## src/rtl/hazard_unit.sv

```systemverilog
// Pipeline hazard unit: tracks E/M/W destination state to drive operand forwarding,
// one-cycle load-use stalls and branch flushes, plus saturating stall/flush counters.
module hazard_unit #(
  parameter int unsigned CNT_W = 16
) (
  input  logic             clk,
  input  logic             reset,
  input  logic [4:0]       Rs1D,
  input  logic [4:0]       Rs2D,
  input  logic [4:0]       RdD,
  input  logic             RegWriteD,
  input  logic [1:0]       ResultSrcD,
  input  logic             PCSrcE,
  output logic [1:0]       mux_rd1_E,
  output logic [1:0]       mux_rd2_E,
  output logic             en_fetch,
  output logic             en_decode,
  output logic             flush_D,
  output logic             flush_E,
  output logic [CNT_W-1:0] stall_cnt,
  output logic [CNT_W-1:0] flush_cnt
);

  localparam int unsigned REG_W    = 5;
  localparam logic [1:0]  RES_LOAD = 2'b01;
  localparam logic [1:0]  FWD_NONE = 2'b00;
  localparam logic [1:0]  FWD_W    = 2'b01;
  localparam logic [1:0]  FWD_M    = 2'b10;

  logic [REG_W-1:0] rs1_e, rs2_e, rd_e, rd_m, rd_w;
  logic             reg_write_e, reg_write_m, reg_write_w;
  logic [1:0]       result_src_e;
  logic             lwstall;
  logic             stall_inc;

  // M-stage match wins over W; x0 is never a forwarding source.
  function automatic logic [1:0] fwd_sel(
    input logic [REG_W-1:0] rs,
    input logic [REG_W-1:0] rdm,
    input logic             rwm,
    input logic [REG_W-1:0] rdw,
    input logic             rww
  );
    logic [1:0] sel;
    sel = FWD_NONE;
    if (rwm && (rdm != '0) && (rdm == rs))      sel = FWD_M;
    else if (rww && (rdw != '0) && (rdw == rs)) sel = FWD_W;
    return sel;
  endfunction

  always_comb begin
    lwstall   = 1'b0;
    mux_rd1_E = FWD_NONE;
    mux_rd2_E = FWD_NONE;
    en_fetch  = 1'b1;
    en_decode = 1'b1;
    flush_D   = 1'b0;
    flush_E   = 1'b0;
    stall_inc = 1'b0;

    lwstall   = (result_src_e == RES_LOAD) && (rd_e != '0) &&
                ((rd_e == Rs1D) || (rd_e == Rs2D));
    mux_rd1_E = fwd_sel(rs1_e, rd_m, reg_write_m, rd_w, reg_write_w);
    mux_rd2_E = fwd_sel(rs2_e, rd_m, reg_write_m, rd_w, reg_write_w);

    // A taken branch squashes the stalled instruction, so the stall is dropped.
    en_fetch  = ~lwstall | PCSrcE;
    en_decode = ~lwstall | PCSrcE;
    flush_D   = PCSrcE;
    flush_E   = lwstall | PCSrcE;
    stall_inc = lwstall & ~PCSrcE;
  end

  // Shadow pipeline: E takes a bubble when flushed; M and W always advance.
  always_ff @(posedge clk or negedge reset) begin
    if (!reset) begin
      rs1_e        <= '0;
      rs2_e        <= '0;
      rd_e         <= '0;
      reg_write_e  <= 1'b0;
      result_src_e <= 2'b00;
      rd_m         <= '0;
      reg_write_m  <= 1'b0;
      rd_w         <= '0;
      reg_write_w  <= 1'b0;
    end else begin
      if (flush_E) begin
        rs1_e        <= '0;
        rs2_e        <= '0;
        rd_e         <= '0;
        reg_write_e  <= 1'b0;
        result_src_e <= 2'b00;
      end else begin
        rs1_e        <= Rs1D;
        rs2_e        <= Rs2D;
        rd_e         <= RdD;
        reg_write_e  <= RegWriteD;
        result_src_e <= ResultSrcD;
      end
      rd_m        <= rd_e;
      reg_write_m <= reg_write_e;
      rd_w        <= rd_m;
      reg_write_w <= reg_write_m;
    end
  end

  // Saturating event counters.
  always_ff @(posedge clk or negedge reset) begin
    if (!reset) begin
      stall_cnt <= '0;
      flush_cnt <= '0;
    end else begin
      if (stall_inc && (stall_cnt != '1)) stall_cnt <= stall_cnt + CNT_W'(1);
      if (PCSrcE && (flush_cnt != '1))    flush_cnt <= flush_cnt + CNT_W'(1);
    end
  end

endmodule

```

## config.mk

```make
export PLATFORM = sky130hd
export DESIGN_NAME = hazard_unit
export DESIGN_NICKNAME = d
export VERILOG_FILES = /design/src/rtl/hazard_unit.sv
export SDC_FILE = /design/constraint.sdc
export NUM_CORES = 1
export LEC_CHECK = 0
export ABC_AREA = 1
export BUFFER_PORTS_ARGS = -buffer_cell sky130_fd_sc_hd__buf_2
export CAP_MARGIN = 20
export CORE_MARGIN = 5
export CORE_UTILIZATION = 55
export CTS_CLUSTER_SIZE = 28
export DETAILED_ROUTE_END_ITERATION = 8
export PLACE_DENSITY = 0.79
export SYNTH_ARGS = -nofsm -noshare
export SYNTH_HDL_FRONTEND = slang
export SYNTH_SLANG_ARGS = --single-unit
```

## constraint.sdc

```tcl
create_clock -name clk -period 1.79 [get_ports clk]
set_clock_uncertainty 0.05 [all_clocks]
set_input_delay 0.358 -clock clk [delete_from_list [all_inputs] [get_ports clk]]
set_output_delay 0.358 -clock clk [all_outputs]
set_load 0.05 [all_outputs]
```

Yosys cells after proc, flatten, opt, wreduce, memory -nomap -nowiden
Index checks and enable logic that the tools add are counted.

word-level totals
  flip-flop bits (word level) = 62
  input bits = 21
  output and inout port bits = 40
  logic and storage cells = 50

operators by class
  add/subtract/negate cells = 2
  eq/ne operators = 9
  multiplexer cells = 9
  bitwise gates (word level) = 5
  reductions and logical operators = 14

operator list
  operator                                             count
  adder 16 x 1 -> 16 bit, second input constant        2
  != test 16 bit, second input constant                2
  equality test 5 bit                                  6
  two-way mux 5 bit                                    3
  nonzero test 5 bit                                   3
  logical AND 1 bit                                    10
  two-way mux 2 bit                                    3
  two-way mux 1 bit                                    3
  equality test 2 x 1 -> 1 bit, second input constant  1
  inverter 1 bit                                       2
  OR 1 bit                                             2
  AND 1 bit                                            1
  logical OR 1 bit                                     1

Depth between registers and ports, before layout
Gate-level depths: netlist of run 1.

  depth after elaboration = 5
  mapped depth = 11
  mapped depth without buffers = 11

Worst setup path before layout of run 1
Ideal clock, no wire load.

  kind = register -> output
  from = reg rd_m[3]
  to = out mux_rd1_E[0]
  arrival time = 2.862 ns
  required time = 1.382 ns
  setup slack = -1.480 ns
  cell stages (with the launch flop) = 4
  path buffers = 0
  path through = dfrtp_1 -> xor2_1 -> nor4_1 -> nor2_1

on the way
  cells in the longest elaborated chain, start to end = 4
  elaborated cells between the ends (all ways) = 5
  classes of those cells = 1 x eq/ne; 1 x mux; 3 x reduce/logical

RTL lines
  element                   line  source
  start: declaration        30    logic [REG_W-1:0] rs1_e, rs2_e, rd_e, rd_m, rd_w;
  start signal: assignment  100   rd_m <= rd_e;
  nonzero test 5 bit        46    if (rwm && (rdm != '0) && (rdm == rs)) sel = FWD_M;
  logical AND 1 bit         46
  logical AND 1 bit *       46
  two-way mux 2 bit *       46
  end: declaration          14    output logic [1:0] mux_rd1_E,

Mark *: on every way between the ends. The rest lies on a longest branch, timed or not.

Worst setup path in the final report of run 1
  from = reg rs1_e[0]
  to = out mux_rd1_E[1]

on the way
  cells in the longest elaborated chain, start to end = 3

RTL lines
  element                   line  source
  start: declaration        30
  start signal: assignment  94    rs1_e <= Rs1D;
  equality test 5 bit       46
  logical AND 1 bit         46
  two-way mux 2 bit         46

Every way passes these cells.

==> results_tabular.tex, run 1 <==
\begin{tabular}{lr}
\hline
Metric & Value \\
\hline
\multicolumn{2}{l}{\textbf{Finish}} \\
Share of layout cells above drive strength 1 & between 30\% and 40\% \\
Area growth from synthesis to layout & 32.5\% \\
Total inserted antenna cells & 0 \\
Final standard cell utilization of the core & between 70\% and 80\% \\
Most common cell after layout, fill and taps aside & nand2\_1 \\
Layout Nets & 478 \\
Post-Layout Cell Count & about 530 \\
Commonest cells after routing, fill and taps aside & nand2\_1, dfrtp\_1, buf\_2 \\
Count of filler cells inserted in the layout & approximately 390 \\
\multicolumn{2}{l}{\textbf{Yosys}} \\
Net Count, Synth & between 300 and 400 \\
Yosys warning total & 0 \\
Share of the synthesized area in the top cell type & around half \\
Flops \& latches, synth & between 60 and 70 \\
Area leader, netlist & dfrtp\_1 \\
Count of distinct cell types in the synthesized netlist & 25 \\
Gate count after technology mapping & between 300 and 400 \\
Mapped Avg Cell Area & $\sim$8.4 um2 \\
Part of the Yosys area used for sequential elements & approximately 49\% \\
Area of the mapped netlist & around 3200 um2 \\
Largest cells by area after synthesis & dfrtp\_1, nand2\_1, xor2\_1 \\
\multicolumn{2}{l}{\textbf{Critical path}} \\
Slowest CP cell & dfrtp\_1 \\
Arrival time reported for the critical path endpoint & approximately 1.7 ns \\
Stage delay of the slowest cell on the critical path & about 0.44 ns \\
CP required & between 1 and 1.5 ns \\
Crit-path max FO & 2 \\
Worst setup path category & register to primary output \\
Cell-by-cell listing of the critical path & xnor2\_2 -> nand3\_2 -> nor4\_4 -> buf\_6 \\
Launching element type of the critical path & register \\
Buf+Inv Stages, Crit Path & 1 \\
Critical path capture point type & primary output \\
Top Family by Delay on Critical Path & simple AND/OR/NAND/NOR gates \\
\multicolumn{2}{l}{\textbf{Global route}} \\
Global-route usage over all layers & between 20 and 25\% \\
Total congestion overflow & 0 \\
Global-route wire length before repair & approximately 12000 um \\
Initial antenna violation count & 0 \\
Pin count of the biggest net entering global routing & 63 \\
Met2 GRT Util & approximately a third \\
Number of global-route vias before repair & about 2700 \\
Peak-usage layer in the global routing report & met2 \\
Met3 Use GR & $\sim$4.0\% \\
Global-route track usage on met1 & approximately 25\% \\
\multicolumn{2}{l}{\textbf{Route}} \\
Number of optimization iterations in the first detailed-route pass & 4 \\
Post-route ant nets & 0 \\
Overall via count from detail\_route & roughly 2700 \\
Post-detailed-routing wire length & approximately 7300 um \\
Average vias per placed instance & approximately 5 \\
Drt drc & 0 \\
Average wire length per cell after detail routing & around 14 um \\
Initial DRC Count & roughly 140 \\
\multicolumn{2}{l}{\textbf{STA}} \\
Least setup slack across all paths after layout & -0.276 ns \\
RSZ-0062 raised after global routing & true \\
Share of the cycle needed by the critical path after routing & 115\% \\
Max Clock Freq & 0.484 GHz \\
Clock period minus worst slack & around 2.1 ns \\
Worst-case headroom to the max-slew limit & a little over two thirds \\
Number of failing hold endpoints at the final stage & 0 \\
Slew Viols, Final & 0 \\
Setup violators final & 7 \\
Worst-margin pin slew & around 0.44 ns \\
\multicolumn{2}{l}{\textbf{Clocking}} \\
Clock Tree Root & clkbuf\_8 \\
H-tree depth reported by CTS & 3 \\
Number of buffers created by CTS & 9 \\
Clock latency at the later pin of the worst-skew pair & around 0.34 ns \\
CTS tree & done \\
Maximum count of clock buffers along a single path & 2 \\
Clock Pin Slew Worst Setup and Hold Paths & 0.07 ns \\
Number of clock sinks & just over 60 \\
\multicolumn{2}{l}{\textbf{Die}} \\
Rows & 27 \\
Starting density of the core & 57.0\% \\
Die area & between 7000 and 8000 um2 \\
Vertical extent of the die & between 80 and 90 um \\
Core ar. & $\sim$5500 um2 \\
Chip width & about 86 um \\
Ports placed on the boundary & 61 \\
\multicolumn{2}{l}{\textbf{Job}} \\
Number of max-cap violations & 0 \\
\multicolumn{2}{l}{\textbf{Pwr}} \\
Power density of the placed cells & a little over 900 nW/um2 \\
Maximum ir drop on the vdd rail & approximately 0.0010 V \\
Leakage Power & between 2 and 2.5 nW \\
\multicolumn{2}{l}{\textbf{Place}} \\
IO Port Bufs & 60 \\
Weighted congestion reported at the end of routability-driven placement & approximately 0.90 \\
Half-perimeter wire length of the detailed placement result & roughly 5000 um \\
Total instance count after detailed placement & $\sim$500 \\
\multicolumn{2}{l}{\textbf{Run status}} \\
Violations in the final reports & negative setup slack \\
Run status & complete, but fails checks \\
\multicolumn{2}{l}{\textbf{Worst hold path}} \\
Worst min-delay path category & input pin to register \\
\hline
\end{tabular}
==> tightest hold or removal path, delay by kind of cell <==
family	cells	cell delay (ns)
buf+inv	2	0.14
simple gates	1	0.03
==> what timing repair did <==
item	in CTS	in global routing
setup buffers	3	1
endpoints found under the hold margin	62	0
gates cloned	0	1
setup endpoints to repair	7	27
gates resized for setup	24	45
pin swaps	15	20
hold buffers	1	0
==> layer usage <==
| layer | wire [um] | part of all wire [%] |
|---|---|---|
| met1 | 3020 | 41 |
| met2 | 3710 | 51 |
| met3 | 406 | 5.6 |
| met4 | 155 | 2.1 |
| met5 | 0 | 0 |
==> Yosys cell counts <==
cell type  instances
nor3_1            11
nand4_1            9
ha_1               2
clkinv_1           1
buf_6              1
xor2_1            27
nor2_4             2
inv_2              4
nand3_2            1
nor4_1             4
inv_1             46
nand3_1           14
nand2_1          107
nand2_2            5
nor3_2             2
nor2_1            44
nand3b_1           1
buf_4              4
nor2_2             1
nand3_4            1
and3_1             1
dfrtp_1           62
nand4_2            1
o21ai_0            4
xnor2_1           21
==> flip-flops by register name (all words and copies together) (netlist names) <==
register / count
rd_w: 5
reg_write_w: 1
rs2_e: 5
reg_write_m: 1
rd_m: 5
stall_cnt: 16
rs1_e: 5
flush_cnt: 16
reg_write_e: 1
result_src_e: 2
rd_e: 5
==> per-stage QoR <==
stage / TNS [ns] / area [um2] / hold slack, ns / total power, mW / setup slack [ns]
4_1_cts: -1.53 / 3990 / 0.156 / 3.88 / -0.233
5_1_grt: -3.05 / 4180 / 0.147 / 4.09 / -0.335
6_report: -1.61 / 4180 / 0.172 / 3.91 / -0.276
3_3_place_gp: 0 / 3660 / 0.283 / 2.47 / 0.0106
2_1_floorplan: -0.349 / 3210 / 0.0124 / 2.25 / -0.175
3_5_place_dp: -0.0331 / 3660 / 0.291 / 2.49 / -0.0235
==> where the power goes <==
group          total, mW  switching (mW)  internal, mW  leakage [nW]
Combinational      0.869           0.609         0.260          1.26
Sequential          1.67           0.143          1.53         0.793
Clock               1.36           0.509         0.856         0.116
Total               3.91            1.26          2.65          2.17
==> kinds of logic after synthesis <==
group / Yosys count / synth area share, %
adders and majority gates: 2 / 0.793
and+or+nand+nor: 204 / 28.7
DFF: 62 / 49.1
AOI/OAI and AO/OA: 4 / 0.634
buffers and inverters: 56 / 7.37
xor gates and xnor gates: 48 / 13.3
==> final cells by class <==
class / instances / area (um2) / area share, %
clock buffer: 12 / 155 / 3.71
tap: 72 / 90.1 / 2.15
sequential: 62 / 1560 / 37.4
multi-input combinational: 258 / 1590 / 38.1
inverter: 51 / 191 / 4.58
clock inverter: 4 / 70.1 / 1.68
timing repair buffer: 73 / 518 / 12.4
==> worst paths after layout <==
kind	slack (ns)	cells after the start	endpoint	startpoint
max reg2reg	0.01	11	stall_cnt[9]	rd_e[0]
max	-0.28	4	mux_rd1_E[1]	rs1_e[0]
min reg2reg	0.30	0	reg_write_m	reg_write_e
min	0.17	3	result_src_e[1]	ResultSrcD[1]
min in group asynchronous	0.50	3	flush_cnt[2]	reset
max in group asynchronous	0.90	3	stall_cnt[0]	reset
No activity file was read; power rests on OpenSTA's default activity.
==> run 2: changes to the inputs <==
==> constraint.sdc (replaced) <==
create_clock -name clk -period 1.79 [get_ports clk]
set_clock_uncertainty 0.05 [all_clocks]
set_input_delay 0.2685 -clock clk [delete_from_list [all_inputs] [get_ports clk]]
set_output_delay 0.2685 -clock clk [all_outputs]
set_load 0.05 [all_outputs]
==> results_tabular.tex, run 2 (synthesis gave the netlist of run 1 again) <==
\begin{tabular}{lr}
\hline
Metric & Value \\
\hline
\multicolumn{2}{l}{\textbf{Finish}} \\
Post-Layout Cell Count & around 530 \\
Final cell area excluding filler cells & around 4100 um2 \\
Most common cell after layout, fill and taps aside & nand2\_1 \\
Share of layout cells above drive strength 1 & between 30 and 40\% \\
Commonest cells after routing, fill and taps aside & nand2\_1, dfrtp\_1, buf\_2 \\
Total inserted antenna cells & 0 \\
Largest regs & flush\_cnt (16), stall\_cnt (16) \\
Area growth from synthesis to layout & 31.2\% \\
Layout Nets & 478 \\
\multicolumn{2}{l}{\textbf{Route}} \\
Post-detailed-routing wire length & 7520 um \\
Average wire length per cell after detail routing & $\sim$14 um \\
Post-route ant nets & 0 \\
Initial DRC Count & 147 \\
Average vias per placed instance & slightly above 5 \\
Drt drc & 0 \\
Number of optimization iterations in the first detailed-route pass & 5 \\
Overall via count from detail\_route & $\sim$2700 \\
\multicolumn{2}{l}{\textbf{Place}} \\
Setup Slack @ Placement & 0.100 ns \\
Total instance count after detailed placement & between 500 and 600 \\
Weighted congestion reported at the end of routability-driven placement & between 0.9 and 1 \\
Half-perimeter wire length of the detailed placement result & 5120 um \\
Instance area after placement & 3640 um2 \\
IO Port Bufs & 60 \\
\multicolumn{2}{l}{\textbf{Critical path}} \\
Slowest CP cell & dfrtp\_1 \\
Worst setup path category & register to primary output \\
Reg2Reg Capture Point & stall\_cnt[8] \\
Launching element type of the critical path & register \\
Arrival time reported for the critical path endpoint & roughly 1.7 ns \\
Top Family by Delay on Critical Path & simple AND/OR/NAND/NOR gates \\
Crit-path max FO & 2 \\
Cell-by-cell listing of the critical path & xnor2\_2 -> nand3\_2 -> nor4\_4 -> nor2\_4 -> buf\_8 \\
CP required & 1.47 ns \\
Stage delay of the slowest cell on the critical path & 0.42 ns \\
Reg2reg setup slack & -0.02 ns \\
Buf+Inv Stages, Crit Path & 1 \\
Register-to-Register Path Depth & 9 \\
Critical R2R Launch & rd\_e[4] \\
Critical path capture point type & primary output \\
\multicolumn{2}{l}{\textbf{Pwr}} \\
Maximum ir drop on the vdd rail & between 0.001 and 0.0015 V \\
Internal power component & $\sim$2.4 mW \\
Sw Ratio & 34.8\% \\
Sequential fraction of design power & $\sim$45\% \\
Switching power total & 1.29 mW \\
Leakage Power & 2.24 nW \\
Share of power burned in combinational logic & roughly 23\% \\
Power density of the placed cells & 895 nW/um2 \\
Share of power burned in the clock network & between 30\% and 40\% \\
\multicolumn{2}{l}{\textbf{Clocking}} \\
CTS tree & done \\
Maximum count of clock buffers along a single path & 2 \\
Number of clock sinks & 62 \\
Clock Tree Root & clkbuf\_8 \\
Number of buffers created by CTS & 9 \\
H-tree depth reported by CTS & 3 \\
Clock Pin Slew Worst Setup and Hold Paths & approximately 0.070 ns \\
Clock latency at the later pin of the worst-skew pair & roughly 0.34 ns \\
\multicolumn{2}{l}{\textbf{Job}} \\
Number of max-cap violations & 0 \\
\multicolumn{2}{l}{\textbf{Die}} \\
Starting density of the core & a little under three fifths \\
Ports placed on the boundary & a little over 60 \\
Vertical extent of the die & between 80 and 90 um \\
Core ar. & between 5000 and 6000 um2 \\
Chip width & $\sim$86 um \\
Die area & approximately 7400 um2 \\
Rows & 27 \\
\multicolumn{2}{l}{\textbf{STA}} \\
Least setup slack across all paths after layout & -0.184 ns \\
Number of failing hold endpoints at the final stage & 0 \\
Max Clock Freq & between 0.5 and 0.6 GHz \\
Slew Viols, Final & 0 \\
Setup violators final & 14 \\
Worst-margin pin slew & approximately 0.39 ns \\
Share of the cycle needed by the critical path after routing & 110\% \\
Total negative slack for setup checks & -0.915 ns \\
RSZ-0062 raised after global routing & true \\
Clock period minus worst slack & 1.97 ns \\
Worst-case headroom to the max-slew limit & between 70 and 80\% \\
\multicolumn{2}{l}{\textbf{Worst hold path}} \\
Hold path start & RdD[1] \\
End of the worst hold path & rd\_e[1] \\
Worst min-delay path category & input pin to register \\
Hold depth & 3 \\
\multicolumn{2}{l}{\textbf{Global route}} \\
Pin count of the biggest net entering global routing & between 60 and 70 \\
Number of global-route vias before repair & 2780 \\
Global-route usage over all layers & between 20\% and 30\% \\
Total congestion overflow & 0 \\
Initial antenna violation count & 0 \\
Global-route wire length before repair & 12500 um \\
\multicolumn{2}{l}{\textbf{Run status}} \\
Run status & complete, but fails checks \\
Violations in the final reports & negative setup slack \\
\hline
\end{tabular}
## run 2: cell count changes in the layout (fill, tap and decap cells not counted), sizes merged
cell,before,now
bufinv,2,1
clkbuf,13,10
clkinv,2,5
clkinvlp,0,2
inv,51,50
## run 2: worst reg2reg max path, delay by kind of cell, from the launching register on
family,cells,cell delay [ns]
XOR/XNOR,1,0.26
AND/OR/NAND/NOR,6,0.66
flip-flops,1,0.43
buffers and inverters,2,0.35
## run 2: cell type report
type | count | area [um2]
multi-input cells | 258 | 1600
flip-flops and latches | 62 | 1560
fillers | 410 | 1400
repair buffers | 73 | 505
inverters | 51 | 191
clock buffers | 9 | 124
well taps | 72 | 90.1
clock inverters | 7 | 65.1
## run 2: timing repair
item                                    4_1_cts  5_1_grt
pin swaps                                    10       18
endpoints found under the hold margin        62        0
hold buffers                                  1        0
gates resized for setup                      23       50
buffers inserted                              4        1
endpoints found under the setup margin        7       25
cloned                                        0        1
## run 2: worst max-delay path by stage
stage,slack [ns],to,depth (start not counted),start
finish,-0.18,mux_rd1_E[0],5,rs1_e[0]
global route,-0.28,mux_rd1_E[0],5,rs1_e[0]
CTS,-0.13,mux_rd1_E[0],4,rd_m[1]
detailed placement,0.10,mux_rd1_E[1],4,rd_m[0]
global placement,0.09,stall_cnt[1],8,stall_cnt[0]
floorplan,-0.09,mux_rd1_E[0],4,rd_m[0]
## run 2: per-stage QoR
| step | util, % | total power, mW | hold WS [ns] |
|---|---|---|---|
| 2_1_floorplan | - | 2.25 | -0.0771 |
| 3_3_place_gp | 65.6 | 2.47 | 0.247 |
| 3_5_place_dp | 65.6 | 2.50 | 0.252 |
| 4_1_cts | 71.0 | 3.69 | 0.0803 |
| 5_1_grt | 74.8 | 3.89 | 0.0840 |
| 6_report | 74.8 | 3.71 | 0.0914 |
## run 2: power by group through the flow
stage / Sequential [mW] / Clock (mW) / Combinational, mW
3_3_place_gp: 1.68 / 0 / 0.790
4_1_cts: 1.66 / 1.19 / 0.834
2_1_floorplan: 1.96 / 0 / 0.293
5_1_grt: 1.69 / 1.26 / 0.934
6_report: 1.67 / 1.18 / 0.860
3_5_place_dp: 1.68 / 0 / 0.817
## run 2: layer usage
layer | global-route usage (%) | vias up | wire, um
li1 | - | 1314 | -
met4 | 9.64 | 0 | 219
met3 | 4.32 | 18 | 304
met2 | 36.7 | 73 | 3900
met5 | 0 | - | 0
met1 | 26.0 | 1310 | 3090
==> run 3: changes to the inputs <==
--- a/config.mk
+++ b/config.mk
@@ -5,11 +5,10 @@
 export SDC_FILE = /design/constraint.sdc
 export NUM_CORES = 1
 export LEC_CHECK = 0
-export ABC_AREA = 1
 export BUFFER_PORTS_ARGS = -buffer_cell sky130_fd_sc_hd__buf_2
 export CAP_MARGIN = 20
 export CORE_MARGIN = 5
-export CORE_UTILIZATION = 55
+export CORE_UTILIZATION = 54
 export CTS_CLUSTER_SIZE = 28
 export DETAILED_ROUTE_END_ITERATION = 8
 export PLACE_DENSITY = 0.79
==> results_tabular.tex, run 3 <==
\begin{tabular}{lr}
\hline
Metric & Value \\
\hline
\multicolumn{2}{l}{\textbf{Run status}} \\
Run status & complete, but fails checks \\
Violations in the final reports & negative setup slack \\
\multicolumn{2}{l}{\textbf{Finish}} \\
Area growth from synthesis to layout & 58.3\% \\
Final standard cell utilization of the core & roughly 89\% \\
Final cell area excluding filler cells & about 4600 um2 \\
Count of filler cells inserted in the layout & 200 \\
Share of layout cells above drive strength 1 & around 60\% \\
Largest regs & flush\_cnt (16), stall\_cnt (16) \\
Total inserted antenna cells & 0 \\
Most common cell after layout, fill and taps aside & buf\_2 \\
Layout Nets & about 400 \\
Commonest cells after routing, fill and taps aside & buf\_2, dfrtp\_1, buf\_4 \\
\multicolumn{2}{l}{\textbf{Place}} \\
Weighted congestion reported at the end of routability-driven placement & 0.775 \\
Setup Slack @ Placement & -0.285 ns \\
IO Port Bufs & 60 \\
Half-perimeter wire length of the detailed placement result & $\sim$4700 um \\
Instance area after placement & 3730 um2 \\
\multicolumn{2}{l}{\textbf{Critical path}} \\
CP required & between 1 and 1.5 ns \\
Launching element type of the critical path & register \\
Reg2reg setup slack & -0.32 ns \\
Critical path capture point type & primary output \\
Critical R2R Launch & rd\_e[1] \\
Arrival time reported for the critical path endpoint & between 2 and 2.5 ns \\
Stage delay of the slowest cell on the critical path & around 0.52 ns \\
Crit-path max FO & 3 \\
Worst setup path category & register to primary output \\
Timing startpoint of the critical path & rd\_w[4] \\
Cell-by-cell listing of the critical path & buf\_4 -> xor2\_1 -> or4\_4 -> nor4\_4 -> buf\_6 \\
Slowest CP cell & or4\_4 \\
\multicolumn{2}{l}{\textbf{Route}} \\
Average wire length per cell after detail routing & 20.2 um \\
Post-route ant nets & 0 \\
Initial DRC Count & around 180 \\
Drt drc & 0 \\
Overall via count from detail\_route & approximately 2600 \\
Number of optimization iterations in the first detailed-route pass & 4 \\
Post-detailed-routing wire length & roughly 9100 um \\
Average vias per placed instance & around 5.7 \\
\multicolumn{2}{l}{\textbf{Yosys}} \\
Number of enable flip-flop cells after synthesis & 0 \\
Dominant register cell in the synthesized netlist & dfrtp\_1 \\
Mapped Avg Cell Area & around 11 um2 \\
Largest cells by area after synthesis & dfrtp\_1, xor2\_1, xnor2\_1 \\
Most frequently used cell type in the post-synthesis netlist & dfrtp\_1 \\
Flops \& latches, synth & just over 60 \\
Top cells by instance count after synthesis & dfrtp\_1, xor2\_1, xnor2\_1 \\
Async set or reset register ratio after synthesis & between 90\% and 100\% \\
Count of distinct cell types in the synthesized netlist & 41 \\
Gate count after technology mapping & about 250 \\
Yosys warning total & 0 \\
Area of the mapped netlist & between 2000 and 3000 um2 \\
Net Count, Synth & $\sim$280 \\
Part of the Yosys area used for sequential elements & 53.4\% \\
Area leader, netlist & dfrtp\_1 \\
Share of the synthesized area in the top cell type & 53.4\% \\
\multicolumn{2}{l}{\textbf{Global route}} \\
Pin count of the biggest net entering global routing & 63 \\
Number of global-route vias before repair & about 2600 \\
Total congestion overflow & 0 \\
Initial antenna violation count & 0 \\
Global-route usage over all layers & between 20\% and 30\% \\
Global-route wire length before repair & between 10000 and 15000 um \\
\multicolumn{2}{l}{\textbf{Job}} \\
Number of max-cap violations & 0 \\
\multicolumn{2}{l}{\textbf{Clocking}} \\
Clock Pin Slew Worst Setup and Hold Paths & $\sim$0.07 ns \\
Clock Tree Root & clkbuf\_8 \\
Number of buffers created by CTS & 9 \\
Clock latency at the later pin of the worst-skew pair & between 0.3 and 0.4 ns \\
Number of clock sinks & between 60 and 70 \\
H-tree depth reported by CTS & 3 \\
CTS tree & done \\
Maximum count of clock buffers along a single path & 2 \\
\multicolumn{2}{l}{\textbf{Die}} \\
Vertical extent of the die & approximately 83 um \\
Chip width & 83.4 um \\
Die area & around 7000 um2 \\
Ports placed on the boundary & 61 \\
Core ar. & 5170 um2 \\
Rows & 26 \\
Starting density of the core & between 50\% and 60\% \\
\multicolumn{2}{l}{\textbf{STA}} \\
Clock period minus worst slack & between 2 and 2.5 ns \\
Least setup slack across all paths after layout & -0.569 ns \\
Worst hold slack across all endpoints & roughly 0.09 ns \\
Slew Viols, Final & 0 \\
Setup violators final & 41 \\
Share of the cycle needed by the critical path after routing & 132\% \\
Max Clock Freq & $\sim$0.42 GHz \\
Worst-margin pin slew & 0.403 ns \\
Worst-case headroom to the max-slew limit & around three quarters \\
RSZ-0062 raised after global routing & true \\
Number of failing hold endpoints at the final stage & 0 \\
\multicolumn{2}{l}{\textbf{Pwr}} \\
Leakage Power & approximately 2.3 nW \\
Maximum ir drop on the vdd rail & about 0.00066 V \\
Power, Total & approximately 4.2 mW \\
Power density of the placed cells & just over 900 nW/um2 \\
\multicolumn{2}{l}{\textbf{Worst hold path}} \\
Hold path start & ResultSrcD[0] \\
Worst min-delay path category & input pin to register \\
\hline
\end{tabular}
## run 3: cell types whose count changed in the layout (fill, tap and decap cells not counted), moves of 17 or more
| cell | before | now |
|---|---|---|
| buf_4 | 7 | 37 |
| inv_1 | 46 | 0 |
| nand2_1 | 82 | 15 |
| nand2_2 | 19 | 2 |
| nor2_1 | 38 | 8 |
## run 3: final timing paths
kind | to | depth (start not counted)
setup / recovery | mux_rd2_E[0] | 5
hold / removal | result_src_e[0] | 2
setup reg to reg | stall_cnt[6] | 9
hold reg to reg | reg_write_m | 0
max in group asynchronous | flush_cnt[14] | 3
min in group asynchronous | rd_e[4] | 3
## run 3: report_power, final
group          total, mW  internal, mW  switching (mW)
sequential          1.72          1.54           0.180
combinational       1.14         0.419           0.723
clock               1.37         0.782           0.588
total               4.23          2.74            1.49
## run 3: metal layers
metal / wire [um] / track usage, % / vias up
met1: 3350 / 26.6 / 1291
li1: - / - / 1125
met3: 523 / 5.54 / 22
met4: 223 / 8.77 / 0
met5: 0 / 0 / -
met2: 5030 / 42.4 / 117
## run 3: area by class of cell
cell class	instances	area, um2	area share, %
inverters	2	7.51	0.163
multi-input cells	182	1770	38.4
well taps	70	87.6	1.90
repair buffers	119	946	20.5
clock inverters	6	86.3	1.87
clock buffers	10	128	2.77
flip-flops and latches	62	1580	34.3
## run 3: kinds of logic (layout without fill, tap and decap cells)
family	count (synthesis)	count (layout)	synth area share (%)
simple gates	106	106	21.2
flops	62	62	53.4
xor+xnor	57	57	17.2
compound gates	14	14	3.70
buf+inv	10	137	2.45
mux	3	3	1.29
fa+ha+maj	2	2	0.860
## run 3: what timing repair did
action | in CTS | in global routing
setup buffers | 9 | 9
endpoints found under the setup margin | 21 | 42
hold endpoints to repair | 62 | 0
resized for setup | 54 | 47
pin swaps | 17 | 48
hold buffers | 1 | 0
cloned | 0 | 4
## run 3: stage by stage
step                cells  TNS [ns]
finish                451     -8.66
global route          451    -10.58
CTS                   442     -5.61
detailed placement    417     -2.04
global placement      417     -1.50
floorplan             254     -1.52
## run 3: critical path: cells and delay by family (launching register included)
family | cells | cell delay [ns]
XOR/XNOR | 1 | 0.14
buffers and inverters | 2 | 0.33
flip-flops | 1 | 0.40
AND/OR/NAND/NOR | 2 | 0.82
